`src/rtl/jk_mode_counter.sv`:
```
// jk_mode_counter: WIDTH-bit bank of JK flip-flops with selectable operating mode.
// Modes: per-bit JK, modulo up-count, modulo down-count, parallel load with clamp.
// tc is a registered one-cycle pulse on the cycle after a wrap; zero is combinational.
module jk_mode_counter #(
    parameter int WIDTH   = 4,
    parameter int MODULUS = 2 ** WIDTH
) (
    input  logic             clk,
    input  logic             rst,
    input  logic             en,
    input  logic [1:0]       mode,
    input  logic [WIDTH-1:0] j,
    input  logic [WIDTH-1:0] k,
    input  logic [WIDTH-1:0] din,
    output logic [WIDTH-1:0] q,
    output logic             tc,
    output logic             zero
);

    // Compares run one bit wider than q so MODULUS = 2**WIDTH is representable.
    localparam int EW = WIDTH + 1;
    localparam logic [EW-1:0]    MOD_E = EW'(MODULUS);
    localparam logic [EW-1:0]    MAX_E = EW'(MODULUS - 1);
    localparam logic [WIDTH-1:0] MAX_Q = WIDTH'(MODULUS - 1);

    typedef enum logic [1:0] {
        MODE_JK   = 2'b00,
        MODE_UP   = 2'b01,
        MODE_DOWN = 2'b10,
        MODE_LOAD = 2'b11
    } mode_e;

    logic [WIDTH-1:0] q_r;
    logic             tc_r;
    logic [WIDTH-1:0] q_next_s;
    logic             tc_next_s;
    logic [EW-1:0]    q_ext_s;
    logic [EW-1:0]    din_ext_s;

    assign q_ext_s   = {1'b0, q_r};
    assign din_ext_s = {1'b0, din};

    // Next-state selection: hold when disabled, otherwise apply the selected mode.
    always_comb begin
        q_next_s  = q_r;
        tc_next_s = 1'b0;
        if (!en) begin
            q_next_s  = q_r;
            tc_next_s = 1'b0;
        end else begin
            case (mode_e'(mode))
                MODE_JK: begin
                    // Per bit: 00 hold, 01 clear, 10 set, 11 toggle.
                    q_next_s  = (j & ~q_r) | (~k & q_r);
                    tc_next_s = 1'b0;
                end
                MODE_UP: begin
                    if (q_ext_s < MAX_E) begin
                        // No carry out possible here because q < MODULUS-1.
                        q_next_s  = q_r + WIDTH'(1);
                        tc_next_s = 1'b0;
                    end else begin
                        // Terminal value or out-of-range value both wrap to zero.
                        q_next_s  = {WIDTH{1'b0}};
                        tc_next_s = 1'b1;
                    end
                end
                MODE_DOWN: begin
                    if (q_ext_s == {EW{1'b0}}) begin
                        q_next_s  = MAX_Q;
                        tc_next_s = 1'b1;
                    end else if (q_ext_s < MOD_E) begin
                        q_next_s  = q_r - WIDTH'(1);
                        tc_next_s = 1'b0;
                    end else begin
                        // Out-of-range value recovers to the top without a pulse.
                        q_next_s  = MAX_Q;
                        tc_next_s = 1'b0;
                    end
                end
                MODE_LOAD: begin
                    if (din_ext_s < MOD_E) begin
                        q_next_s = din;
                    end else begin
                        q_next_s = MAX_Q;
                    end
                    tc_next_s = 1'b0;
                end
                default: begin
                    q_next_s  = q_r;
                    tc_next_s = 1'b0;
                end
            endcase
        end
    end

    // State register with synchronous reset; reset also suppresses any pending tc.
    always_ff @(posedge clk) begin
        if (rst) begin
            q_r  <= {WIDTH{1'b0}};
            tc_r <= 1'b0;
        end else begin
            q_r  <= q_next_s;
            tc_r <= tc_next_s;
        end
    end

    assign q    = q_r;
    assign tc   = tc_r;
    assign zero = (q_r == {WIDTH{1'b0}});

endmodule

```
`config.mk`:
```
export PLATFORM = sky130hd
export DESIGN_NAME = jk_mode_counter
export DESIGN_NICKNAME = d
export VERILOG_FILES = /design/src/rtl/jk_mode_counter.sv
export SDC_FILE = /design/constraint.sdc
export NUM_CORES = 1
export LEC_CHECK = 0
export BUFFER_PORTS_ARGS = -buffer_cell sky130_fd_sc_hd__clkbuf_2
export CAP_MARGIN = 40
export CORE_ASPECT_RATIO = 1.1
export CORE_UTILIZATION = 30
export DETAILED_ROUTE_END_ITERATION = 8
export SYNTH_ARGS = -nofsm -noshare
export SYNTH_HDL_FRONTEND = slang
export SYNTH_SLANG_ARGS = --single-unit
```
`constraint.sdc`:
```
create_clock -name clk -period 1.4 [get_ports clk]
set_input_delay 0.21 -clock clk [delete_from_list [all_inputs] [get_ports clk]]
set_output_delay 0.21 -clock clk [all_outputs]
set_load 0.01 [all_outputs]
```
=== Word level (Yosys, flattened, before mapping) ===
Cells that the tools add are included.

* Flip-flop bits (word level): 5
* Input port bits: 17

* Bitwise gates (word level): 6
* Equality and inequality tests: 3
* Order comparisons: 3
* $add $sub $neg: 2
* Muxes and demuxes: 8
* Reduce and logical (&&, ||, !) cells: 5

{| class="wikitable"
|+ Operator list
! operator !! count
|-
| 4-bit 2-to-1 mux || 4
|-
| 4-bit case mux with 4 select lines || 1
|-
| 4-bit by 5-bit < comparator with 1-bit output, second input constant || 2
|-
| 4-bit bitwise AND || 2
|-
| 4-bit NOT || 2
|-
| 5-bit logical NOT || 1
|-
| 4-bit by 1-bit adder with 4-bit output, second input constant || 1
|-
| 2-bit equality test, second input constant || 2
|-
| 4-bit logical NOT || 1
|-
| 4-bit < comparator, second input constant || 1
|-
| 4-bit bitwise OR || 1
|-
| 2-bit OR reduction || 2
|-
| 4-bit by 1-bit subtractor with 4-bit output, second input constant || 1
|-
| 1-bit case mux with 3 select lines || 1
|-
| 2-bit by 1-bit equality test with 1-bit output, second input constant || 1
|-
| 2-bit logical NOT || 1
|-
| 1-bit 2-to-1 mux || 2
|-
| 1-bit NOT || 1
|}

=== Longest topological paths before layout ===
* Word-level depth: 4
* Gate-level depth with buffers: 6
* Gate-level depth less buffers: 6

=== Least setup slack after synthesis ===
OpenSTA, ideal clock, no wires.

* Path kind: register to register
* Start: register q_r[0] (netlist: q[0])
* End: register q_r[1] (netlist: q[1])
* Period minus slack after synthesis: 1.590 ns
* Arrival: 1.471 ns
* Stages on the path, launching flop included: 7
* Path buffers: 0
* Slack: -0.190 ns
* Library setup time: 0.119 ns
* Path through: dfxtp_1 -> inv_1 -> ha_1 -> mux2i_1 -> a31oi_1 -> o21a_1 -> o221a_1

* Cells in the longest elaborated chain, start to end: 4
* Elaborated cells on any way between the ends: 9

{| class="wikitable"
|+ Ends and longest elaborated chain
! what !! RTL line !! text
|-
| start, declared || 33 || <nowiki>logic [WIDTH-1:0] q_r;</nowiki>
|-
| start signal, assigned || 100 || <nowiki>q_r <= {WIDTH{1'b0}};</nowiki>
|-
| start signal, assigned || 103 || <nowiki>q_r <= q_next_s;</nowiki>
|-
| 4-bit by 1-bit subtractor with 4-bit output or 4-bit by 5-bit < comparator with 1-bit output (tied branches) || 73, 72 ||
|-
| 4-bit 2-to-1 mux || 72 || <nowiki>end else if (q_ext_s < MOD_E) begin</nowiki>
|-
| 4-bit 2-to-1 mux || 69 || <nowiki>if (q_ext_s == {EW{1'b0}}) begin</nowiki>
|-
| 4-bit case mux with 4 select lines (*) || 51 || <nowiki>case (mode_e'(mode))</nowiki>
|}

Every way passes the cells marked *; elsewhere a longest branch is shown, timed or not.
A chain may end at the register's enable or synchronous reset.

=== Final worst setup path ===
* Start: register q_r[1] (netlist: q[1])
* End: register q_r[1] (netlist: q[1])

* Cells in the longest elaborated chain, start to end: 4
* Elaborated cells on any way between the ends: 13

{| class="wikitable"
|+ Ends and longest elaborated chain
! what !! RTL line !! text
|-
| 4-bit by 1-bit subtractor with 4-bit output (tied with other cells) || 73 || <nowiki>q_next_s = q_r - WIDTH'(1);</nowiki>
|-
| 4-bit 2-to-1 mux or 4-bit bitwise AND (tied branches) || 72, 54 ||
|-
| 4-bit 2-to-1 mux or 4-bit bitwise OR (tied branches) || 69, 54 ||
|-
| 4-bit case mux with 4 select lines (*) || 51 ||
|}

Marked as above.

==> metrics.md <==
| Metric | Value |
|---|---|
| Outcome | `finished, final reports clean` |
| Mean Syn Cell Area | `~8.0 um^2` |
| P_sw | `217.3 uW` |
| Initial antenna violation count | `0` |
| Synth warn | `0` |
| CP bufs+invs | `1` |
| P&R area growth vs syn | `49.65%` |
| Final-layout fill cell count | `158` |
| Max_cap viols | `0` |
| Fin. max-slew vios | `0` |
| Number of CTS-inserted buffers | `3` |
| CP top delay family | `compound AO/OA/AOI/OAI gates` |
| Share of the synthesized area in the top cell type | `18.56%` |
| Ys async rst share | `0%` |
| Reg power frac | `28.6%` |
| Ant. Diodes | `0` |
| Slowest Stage Delay on Critical Path | `0.37 ns` |
| Final setup fails | `0` |
| 1st-iter DRT viols | `13` |
| Minimum clock period | `between 1 and 1.5 ns` |
| Sw Share | `35.12%` |
| Maximum clock path buffer count | `2` |
| Int Pwr | `401.4 uW` |
| First-pass GRT wire length | `2.594 mm` |
| Cells after DPL | `111` |
| Avg WL per Cell | `between 10 and 15 um` |
| CTS tree | `yes` |
| Synth Register Bits | `5` |
| Worst vdd ir | `around 0.31 mV` |
| Hold Vio Cnt, Final | `0` |
| Crit. End Element | `flop` |
| Nets in the synthesized netlist | `86` |
| Post-Layout Cell Count | `roughly 120` |
| HPWL after DPL | `~1.2 mm` |
| DRC | `0` |
| Chip width | `42.43 um` |
| Worst hold-check path type | `in2reg` |
| Antenna Nets Post-Route | `0` |
| Slowest CP cell | `dfxtp_4` |
| Post-synth EDFFs | `0` |
| Distinct cells, synth | `38` |
| Fin worst setup slack | `~0.0087 ns` |
| Layout cell share with drive strength beyond 1 | `52.94%` |
| RSZ-0062 raised after global routing | `true` |
| Worst clock skew | `0.006434 ns` |
| Area leader, netlist | `dfxtp_1` |
| Post-synthesis sequential area ratio | `18.56%` |
| Die H | `~46 um` |
| Count leader, synth | `inv_1` |
| Worst Setup Start Kind | `flop` |
| Max-slew headroom | `81.09%` |
| Port bufs | `22` |
| Core Region | `0.001633 mm^2` |
| Cells after synthesis | `67` |
| Root Buffer | `clkbuf_4` |
| # clock sinks | `5` |
| Pin count of the biggest net entering global routing | `12` |
| Fin crit share | `99.38%` |
| Clock Power Share | `29.0%` |
| Worst slack, placed | `-0.003214 ns` |
| Combinational power share | `42.4%` |
| Vias in the first global route | `576` |
| Slew @ Worst Pin | `approximately 0.28 ns` |
| Vias/cell | `roughly 5.5` |
| Via count | `652` |
| Static Leak | `0.3645 nW` |
| Ranking of synthesized cells by area | `dfxtp_1 (19%), inv_1 (5.6%), o311ai_4 (4.9%), a31oi_1 (4.6%), ha_1 (4.6%)` |
| Main flop type after synthesis | `dfxtp_1` |
| Die area | `0.001971 mm^2` |
| Placer Congestion | `0.8057` |
| Setup TNS | `0 ns` |
| Synth Cell Area | `539.3 um^2` |
| Arrival time worst endpoint | `1.53 ns` |
| WS Path Type | `reg2reg` |
| Cell-by-cell trace of the critical path | `inv_4 -> ha_4 -> mux2i_1 -> a31oi_1 -> o21a_1 -> o221a_1` |
| H-tree depth | `1` |
| Initial core utilization | `33.03%` |
| WL final | `1.670 mm` |
| Skew-Pair Late Insertion Delay | `around 0.25 ns` |
| GRT overflow | `0` |
| Worst Path Required | `1.54 ns` |
| # rows | `15` |
| Crit-path max FO | `4` |
| Drt pass-1 iters | `5` |
| GRT Total Usage | `17.99%` |
| Nets | `122` |
| Clock-pin slew on the worst setup and hold paths | `approximately 0.050 ns` |
| FMAX | `0.7187 GHz` |
| Pwr dens | `766.7 mW/mm^2` |
| Top cells by count, synth | `inv_1 (8), nand2_1 (6), dfxtp_1 (5)` |
| IO Count | `23` |
-- per-stage QoR --
step / power [mW] / instance area (um^2) / hold slack [ns] / utilization [%]
after floorplan: 0.3193 / 564.3 / 0.2746 / -
after global placement: 0.4076 / 738.2 / 0.4246 / 45.21
after detailed placement: 0.4091 / 738.2 / 0.4257 / 45.21
after CTS: 0.6142 / 795.8 / 0.1592 / 48.74
after global routing: 0.6596 / 807.0 / 0.1486 / 49.43
final: 0.6187 / 807.0 / 0.1603 / 49.43
-- power by group through the flow --
stage	clock, mW	sequential (mW)	combinational (mW)
5_1_grt	0.196	0.178	0.286
4_1_cts	0.186	0.175	0.253
6_report	0.179	0.177	0.262
2_1_floorplan	0	0.180	0.139
3_3_place_gp	0	0.175	0.233
3_5_place_dp	0	0.175	0.234
-- final timing paths --
check                           depth (start not counted)  slack (ns)  from  endpoint
worst max register to register                          6       0.009  q[1]      q[1]
worst min-delay path                                    2        0.16   rst      q[2]
worst min register to register                          2        0.58  q[2]      q[2]
worst max-delay path                                    6       0.009  q[1]      q[1]
-- layout by cell type (no fill, tap or decap), types with 2 or more instances in the layout --
cell type  count
clkbuf_2      21
buf_4         13
inv_1          6
nand2_1        6
a31oi_1        4
inv_4          3
nand2b_1       3
nand3_1        3
clkbuf_4       3
o22ai_1        2
o21ai_0        2
nand3b_1       2
and3_1         2
dfxtp_4        2
dfxtp_1        2
-- area by class of cell --
type	instances	area (um^2)	area share (%)
multi-input combinational	49	401.6	49.77
timing repair buffer	35	207.7	25.74
inverter	9	41.29	5.116
clock buffer	4	26.28	3.256
tap	17	21.27	2.636
sequential	5	108.9	13.49
-- routing by layer --
layer	global-route usage, %	up-vias	share of wire (%)
li1	-	322	-
met1	21.81	298	45
met2	31.69	30	49
met3	4.706	2	4.7
met4	5.000	0	0.66
met5	0	-	0
-- state kept, by name (all words and copies together) (netlist names) --
register,flops
q,4
tc,1
-- cells by family after synthesis --
kind of cell | after synthesis | share of synthesized area, %
flops | 5 | 18.56
fa+ha+maj | 2 | 4.640
buf+inv | 13 | 11.37
simple gates | 24 | 27.38
compound gates | 21 | 34.11
mux | 2 | 3.944
-- timing repair --
action,4_1_cts,5_1_grt
buffers inserted,3,1
pin swaps,3,3
hold buffers,0,0
setup endpoints to repair,2,4
resized for setup,2,3
Note: power is estimated with default switching activity, not from simulation.
